===== src/rtl/bcd_upcount_0to39.sv =====
// bcd_upcount_0to39
// Two-digit BCD up-counter with a small run/pause/done controller.
// The count goes from 00 up to a parameterised top value (TENS_MAX, UNITS_TOP)
// on accepted ticks. The units digit carries into the tens digit on 9 -> 0.
// The outputs drive the display BCD bus and the sequencing logic that waits
// for end-of-count.
//
// Optional feature macro: BCD_UP_WRAP_EN
//   undefined : a tick at top parks the counter in DONE (K_end is a level)
//   defined   : a tick at top wraps to 00 and stays in RUN (K_end is a pulse)
//
// Ports:
//   clock     in   rising-edge system clock
//   reset     in   asynchronous active-high reset, clears all state
//   tick      in   count-enable strobe, counts only in RUN
//   start     in   IDLE->RUN or PAUSE->RUN
//   pause     in   RUN->PAUSE
//   clear     in   synchronous return to IDLE with count 00
//   bcd_units out  units digit 0..9
//   bcd_tens  out  tens digit 0..TENS_MAX
//   K_carry   out  one-cycle pulse after units rolls 9->0
//   K_end     out  top value reached
//   running   out  high while in RUN
module bcd_upcount_0to39 #(
  parameter int TENS_MAX  = 3,
  parameter int UNITS_TOP = 9
) (
  input  logic       clock,
  input  logic       reset,
  input  logic       tick,
  input  logic       start,
  input  logic       pause,
  input  logic       clear,
  output logic [3:0] bcd_units,
  output logic [3:0] bcd_tens,
  output logic       K_carry,
  output logic       K_end,
  output logic       running
);

  typedef enum logic [1:0] {
    IDLE  = 2'd0,
    RUN   = 2'd1,
    PAUSE = 2'd2,
    DONE  = 2'd3
  } state_t;

  localparam logic [3:0] TENS_TOP = 4'(TENS_MAX);
  localparam logic [3:0] UNIT_TOP = 4'(UNITS_TOP);
  localparam logic       TOP_ROLLS_UNITS = (UNITS_TOP == 9);

  state_t state;
  logic   at_top;

  // The count is at the configured top value.
  assign at_top = (bcd_units == UNIT_TOP) && (bcd_tens == TENS_TOP);

  // Controller and digit chain in one register block. Every output is a
  // register, so running and K_end are written together with the state they
  // mirror. The input priority is clear, then pause, then start, then tick.
  always_ff @(posedge clock or posedge reset) begin
    if (reset) begin
      state     <= IDLE;
      bcd_units <= 4'd0;
      bcd_tens  <= 4'd0;
      K_carry   <= 1'b0;
      K_end     <= 1'b0;
      running   <= 1'b0;
    end else begin
      K_carry <= 1'b0;
`ifdef BCD_UP_WRAP_EN
      K_end   <= 1'b0;
`endif
      if (clear) begin
        state     <= IDLE;
        bcd_units <= 4'd0;
        bcd_tens  <= 4'd0;
        K_end     <= 1'b0;
        running   <= 1'b0;
      end else begin
        case (state)
          IDLE: begin
            // A tick arriving with start is deliberately not counted.
            if (start) begin
              state   <= RUN;
              running <= 1'b1;
            end
          end
          RUN: begin
            if (pause) begin
              state   <= PAUSE;
              running <= 1'b0;
            end else if (tick) begin
              if (at_top) begin
`ifdef BCD_UP_WRAP_EN
                bcd_units <= 4'd0;
                bcd_tens  <= 4'd0;
                K_end     <= 1'b1;
                K_carry   <= TOP_ROLLS_UNITS;
`else
                state     <= DONE;
                K_end     <= 1'b1;
                running   <= 1'b0;
`endif
              end else if (bcd_units == 4'd9) begin
                // Below top, units at 9 always implies tens < TENS_MAX.
                bcd_units <= 4'd0;
                bcd_tens  <= bcd_tens + 4'd1;
                K_carry   <= 1'b1;
              end else begin
                bcd_units <= bcd_units + 4'd1;
              end
            end
          end
          PAUSE: begin
            if (start) begin
              state   <= RUN;
              running <= 1'b1;
            end
          end
          DONE: begin
            // Parked at top until clear or reset.
            state <= DONE;
          end
          default: begin
            state   <= IDLE;
            running <= 1'b0;
          end
        endcase
      end
    end
  end

endmodule


===== config.mk =====
export PLATFORM = sky130hd
export DESIGN_NAME = bcd_upcount_0to39
export DESIGN_NICKNAME = d
export VERILOG_FILES = /design/src/rtl/bcd_upcount_0to39.sv
export SDC_FILE = /design/constraint.sdc
export NUM_CORES = 1
export LEC_CHECK = 0
export BUFFER_PORTS_ARGS = -buffer_cell sky130_fd_sc_hd__buf_2
export CORE_MARGIN = 2
export CORE_UTILIZATION = 35
export CTS_BUF_LIST = sky130_fd_sc_hd__clkbuf_16
export CTS_CLUSTER_DIAMETER = 200
export DETAILED_ROUTE_END_ITERATION = 7
export GPL_TIMING_DRIVEN = 1
export SETUP_SLACK_MARGIN = 0.05
export SLEW_MARGIN = 40
export SYNTH_ARGS = -nofsm -noshare
export SYNTH_HDL_FRONTEND = slang
export SYNTH_SLANG_ARGS = --single-unit

===== constraint.sdc =====
create_clock -name clock -period 1.85 [get_ports clock]
set_clock_uncertainty 0.15 [all_clocks]
set_input_delay 0.2775 -clock clock [delete_from_list [all_inputs] [get_ports clock]]
set_output_delay 0.2775 -clock clock [all_outputs]
set_load 0.05 [all_outputs]

* Word-level counts from Yosys, hierarchy flattened
Index checks and enable logic that the tools add are counted.
** Storage, ports and cells
- Output and inout bits :: 11
- Bits of input ports :: 6
- Flip-flop bits (word level) :: 13
- Word-level logic and storage cells :: 66
** Cells by class
- Eq/ne operators :: 10
- Reductions and logical operators :: 13
- Multiplexer cells :: 35
- $add $sub $neg :: 2
** Operators by type and width (number)
- $mux W4 :: 12
- $mux W1 :: 16
- $reduce_and A4 Y1 :: 3
- $mux W2 :: 5
- $add A4 B1 Y4 const B :: 2
- $ne A4 B4 Y1 const B :: 2
- $reduce_bool A2 Y1 :: 4
- $pmux W2 S3 :: 1
- $reduce_and A5 Y1 :: 1
- $eq A2 B2 Y1 const B :: 2
- $eq A4 B2 Y1 const B :: 1
- $eq A4 B4 Y1 const B :: 1
- $ne A3 B1 Y1 const B :: 1
- $reduce_and A3 Y1 :: 1
- $reduce_bool A3 Y1 :: 1
- $eq A2 B1 Y1 const B :: 1
- $logic_not A2 Y1 :: 1
- $ne A2 B1 Y1 const B :: 1
- $ne A2 B2 Y1 const B :: 1
- $pmux W1 S2 :: 1
- $reduce_or A2 Y1 :: 1
- $logic_and A1 B1 Y1 :: 1

* Longest topological paths before layout
- Depth after elaboration :: 7
- Depth in mapped cells :: 5
- Depth with buffers taken out :: 4

* Least setup slack after synthesis
No wires, ideal clock.
- Path kind :: reg-to-reg
- Start point :: register bcd_tens[0]
- End point :: register bcd_tens[0]
- Period minus slack after synthesis :: 2042 ps
- Data arrival time :: 1767 ps
- Library setup time :: 125 ps
- Path buffers :: 0
- Stages on the path, launching flop included :: 5
- Data required time :: 1575 ps
- Setup slack :: -192 ps
- Cells stage by stage :: dfrtp_1 -> ha_1 -> nor3b_1 -> nor3_1 -> mux2_2
** On the way
- Longest elaborated chain between the ends :: 7
- Elaborated cells on any way between the ends :: 11
- Those cells by class :: 1 x add/sub; 2 x eq/ne; 6 x mux; 2 x reduce/logical
** Ends and longest elaborated chain
- from (decl) :: line 35 : output logic [3:0] bcd_tens,
- from (signal assigned) :: line 108 : bcd_tens <= bcd_tens + 4'd1;
- $add A4 B1 Y4 :: line 108
- $mux W4 :: line 105 : end else if (bcd_units == 4'd9) begin
- $mux W4 :: line 94 : if (at_top) begin
- $mux W4 :: line 93 : end else if (tick) begin
- $mux W4 :: line 90 : if (pause) begin
- $mux W4 :: line 81 : case (state)
- $mux W4 :: line 74 : if (clear) begin
Several ways; a longest one is shown, not always the timed one. The select of a mux whose other input is x is not followed.
A chain may end at the register's enable or synchronous reset.

* Worst setup path after layout
Same ends and word-level chain as after synthesis.

==> metrics.txt <==
Final WS setup 211 ps; grt met2 use 0.202; status completed; dpl hpwl 1200 µm; fraction of registers with async set/reset 1.00; Cell Rows 16; Yosys cell types 37; die area 2520 µm²; pre-CTS setup slack between 200 and 250 ps; Post-CTS Setup Bufs 0; mapped cell area 747 µm²; WL final 1660 µm; H-tree depth 1; family with the most delay on the worst path flip-flops; setup TNS 0 ps; crit path buf inv count 0; average wire per standard cell 13.9 µm; main flop type after synthesis dfrtp_1; Starting Density 0.377; GR Util All Layers 0.149; ant diodes 0; Post-Synthesis Cells 71; DRC Markers 0; Critical Path AT between 1500 and 2000 ps; Core Footprint a little under 2000 µm²; chip width 50.2 µm; clock sinks 13; DRT iter0 DRCs 18; post-route core utilization 0.485; die span in y between 50 and 60 µm; Final #Nets 100; I/O Buffers 16; TritonCTS Buffers 3; Worst Hold Class primary input to flip-flop; final period utilization 0.886; largest cells by area after synthesis dfrtp_1 44%, nand4bb_4 3.7%, buf_6 3.0%; flops & latches, synth 13; Overflow after GRT 0; slew margin rel. 0.664; pin count of the biggest net entering global routing 18; Tot Pwr 0.766 mW; synthesis-to-layout area growth 28.8%; CTS max path bufs 2; Root Driver clkbuf_16; Pleak 0.427 nW; Clk pin slew, worst setup/hold paths 50 ps; Synth top cells by count 13 x dfrtp_1, 6 x nor2_1, 5 x inv_1, 4 x a21oi_1, 3 x nand2b_1; Syn Nets 78; Slew Limit Fails 0; RD Place Congestion around 0.8; CP Capture Type flip-flop; critical path class flip-flop to flip-flop; initial antenna violation count 0; CTS resizes 0; IO Pins 17; critical path data required time 1820 ps; Critical Path Max Stage Delay about 420 ps; Pwr per Cell Area 796 nW/µm²; Vias 637; FF-to-FF Start bcd_tens[0]$_DFFE_PP0P_; Hold Buf Count CTS 1; Worst-Skew Late Latency 240 ps; max cap viols 0; area leader, netlist dfrtp_1; shortest period the worst path allows roughly 1600 ps; vias per inst 5.35; CP Launch Point bcd_tens[0]$_DFFE_PP0P_; Post-synth EDFFs 0; post-synth top area share 0.436; final hold violations 0; Initial DRT Pass Iterations 4; top-count cell post-synth dfrtp_1; CP max stage cell dfrtp_2; Worst-Margin Slew 503 ps; Post-DRT Antenna Nets 0; Setup-failing EPs final 0; ratio of cells with drive above 1 in the final layout 0.326; vias in the first global route 597; M1 GR Usage 0.229; unrepaired setup endpoints after global routing false; grt met3 use 0.0387; syn avg cell area 10.5 µm²; startpoint class of the critical path flip-flop; sequential fraction of the synthesis area 0.436; Syn. warnings 0; Achievable Freq around 0.61 GHz; CTS tree built; critical-path cell list ha_1 > nor3b_2 > nor3_2 > mux2_2; first-pass GRT wire length between 2000 and 3000 µm; gr busiest metal met1; CP max FO 6; Hold Path Origin start; VDD IR max ~510 µV
worst register-to-register path, cell delays in order (launching register included):
cell     delay [ps]
dfrtp_2         420
ha_1            210
nor3b_2         200
nor3_2          180
mux2_2          360
area by class of cell:
| type | instances | area [µm²] |
|---|---|---|
| inverter | 5 | 18.8 |
| sequential | 13 | 329 |
| timing repair buffer | 21 | 120 |
| multi-input combinational | 49 | 382 |
| clock inverter | 1 | 3.75 |
| clock buffer | 3 | 75.1 |
| fill | 184 | 1020 |
| tap | 27 | 33.8 |
where the power goes:
part / leakage, nW / switching, mW / internal [mW]
clock: 0.0423 / 0.118 / 0.285
sequential: 0.173 / 0.0101 / 0.292
combinational: 0.211 / 0.0383 / 0.0232
total: 0.427 / 0.166 / 0.600
metal layers:
layer / up-vias / part of all wire
met5: - / 0
met4: 0 / 0.0084
met3: 2 / 0.039
met2: 17 / 0.44
met1: 307 / 0.51
li1: 311 / -
worst paths after layout:
kind / to / slack [ps] / cells past startpoint
setup / recovery: bcd_tens[0]$_DFFE_PP0P_ / 210 / 4
hold / removal: state[1]$_DFFE_PP0P_ / 110 / 2
setup reg to reg: bcd_tens[0]$_DFFE_PP0P_ / 210 / 4
hold reg to reg: K_end$_DFFE_PP0P_ / 370 / 2
max in group asynchronous: bcd_tens[1]$_DFFE_PP0P_ / 730 / 3
min in group asynchronous: running$_DFFE_PP0P_ / 460 / 3
layout by cell type, fill, tap and decap left out, types with 2 or more instances in the layout:
cell,netlist,layout
nand2b_1,3,3
dfrtp_2,0,3
nor2_1,6,6
buf_4,0,4
buf_2,1,16
o32ai_1,2,2
o31ai_1,2,2
mux2i_1,2,2
dfrtp_1,13,10
clkbuf_16,0,3
nand3_1,2,2
a41oi_1,2,2
inv_1,5,6
a21oi_1,4,4
or4_1,2,2
metrics by stage:
stage / std cells / area [µm²] / hold WS [ps]
3_5_place_dp: 114 / 873 / 179
4_1_cts: 119 / 962 / 116
2_1_floorplan: 71 / 761 / 4.26
3_3_place_gp: 114 / 873 / 181
6_report: 119 / 962 / 113
5_1_grt: 119 / 962 / 126
state kept, by name, indices dropped and copies added, names as in the netlist:
| register | flops |
|---|---|
| bcd_units | 4 |
| K_carry | 1 |
| K_end | 1 |
| running | 1 |
| state | 2 |
| bcd_tens | 4 |
cells by family after synthesis:
family | after synthesis | share of synthesized area
AOI/OAI and AO/OA | 17 | 0.173
xor gates and xnor gates | 1 | 0.0117
adders and majority gates | 1 | 0.0167
buffers and inverters | 9 | 0.0670
DFF | 13 | 0.436
muxes | 3 | 0.0419
and+or+nand+nor | 27 | 0.255
No activity file was read; power rests on OpenSTA's default activity.
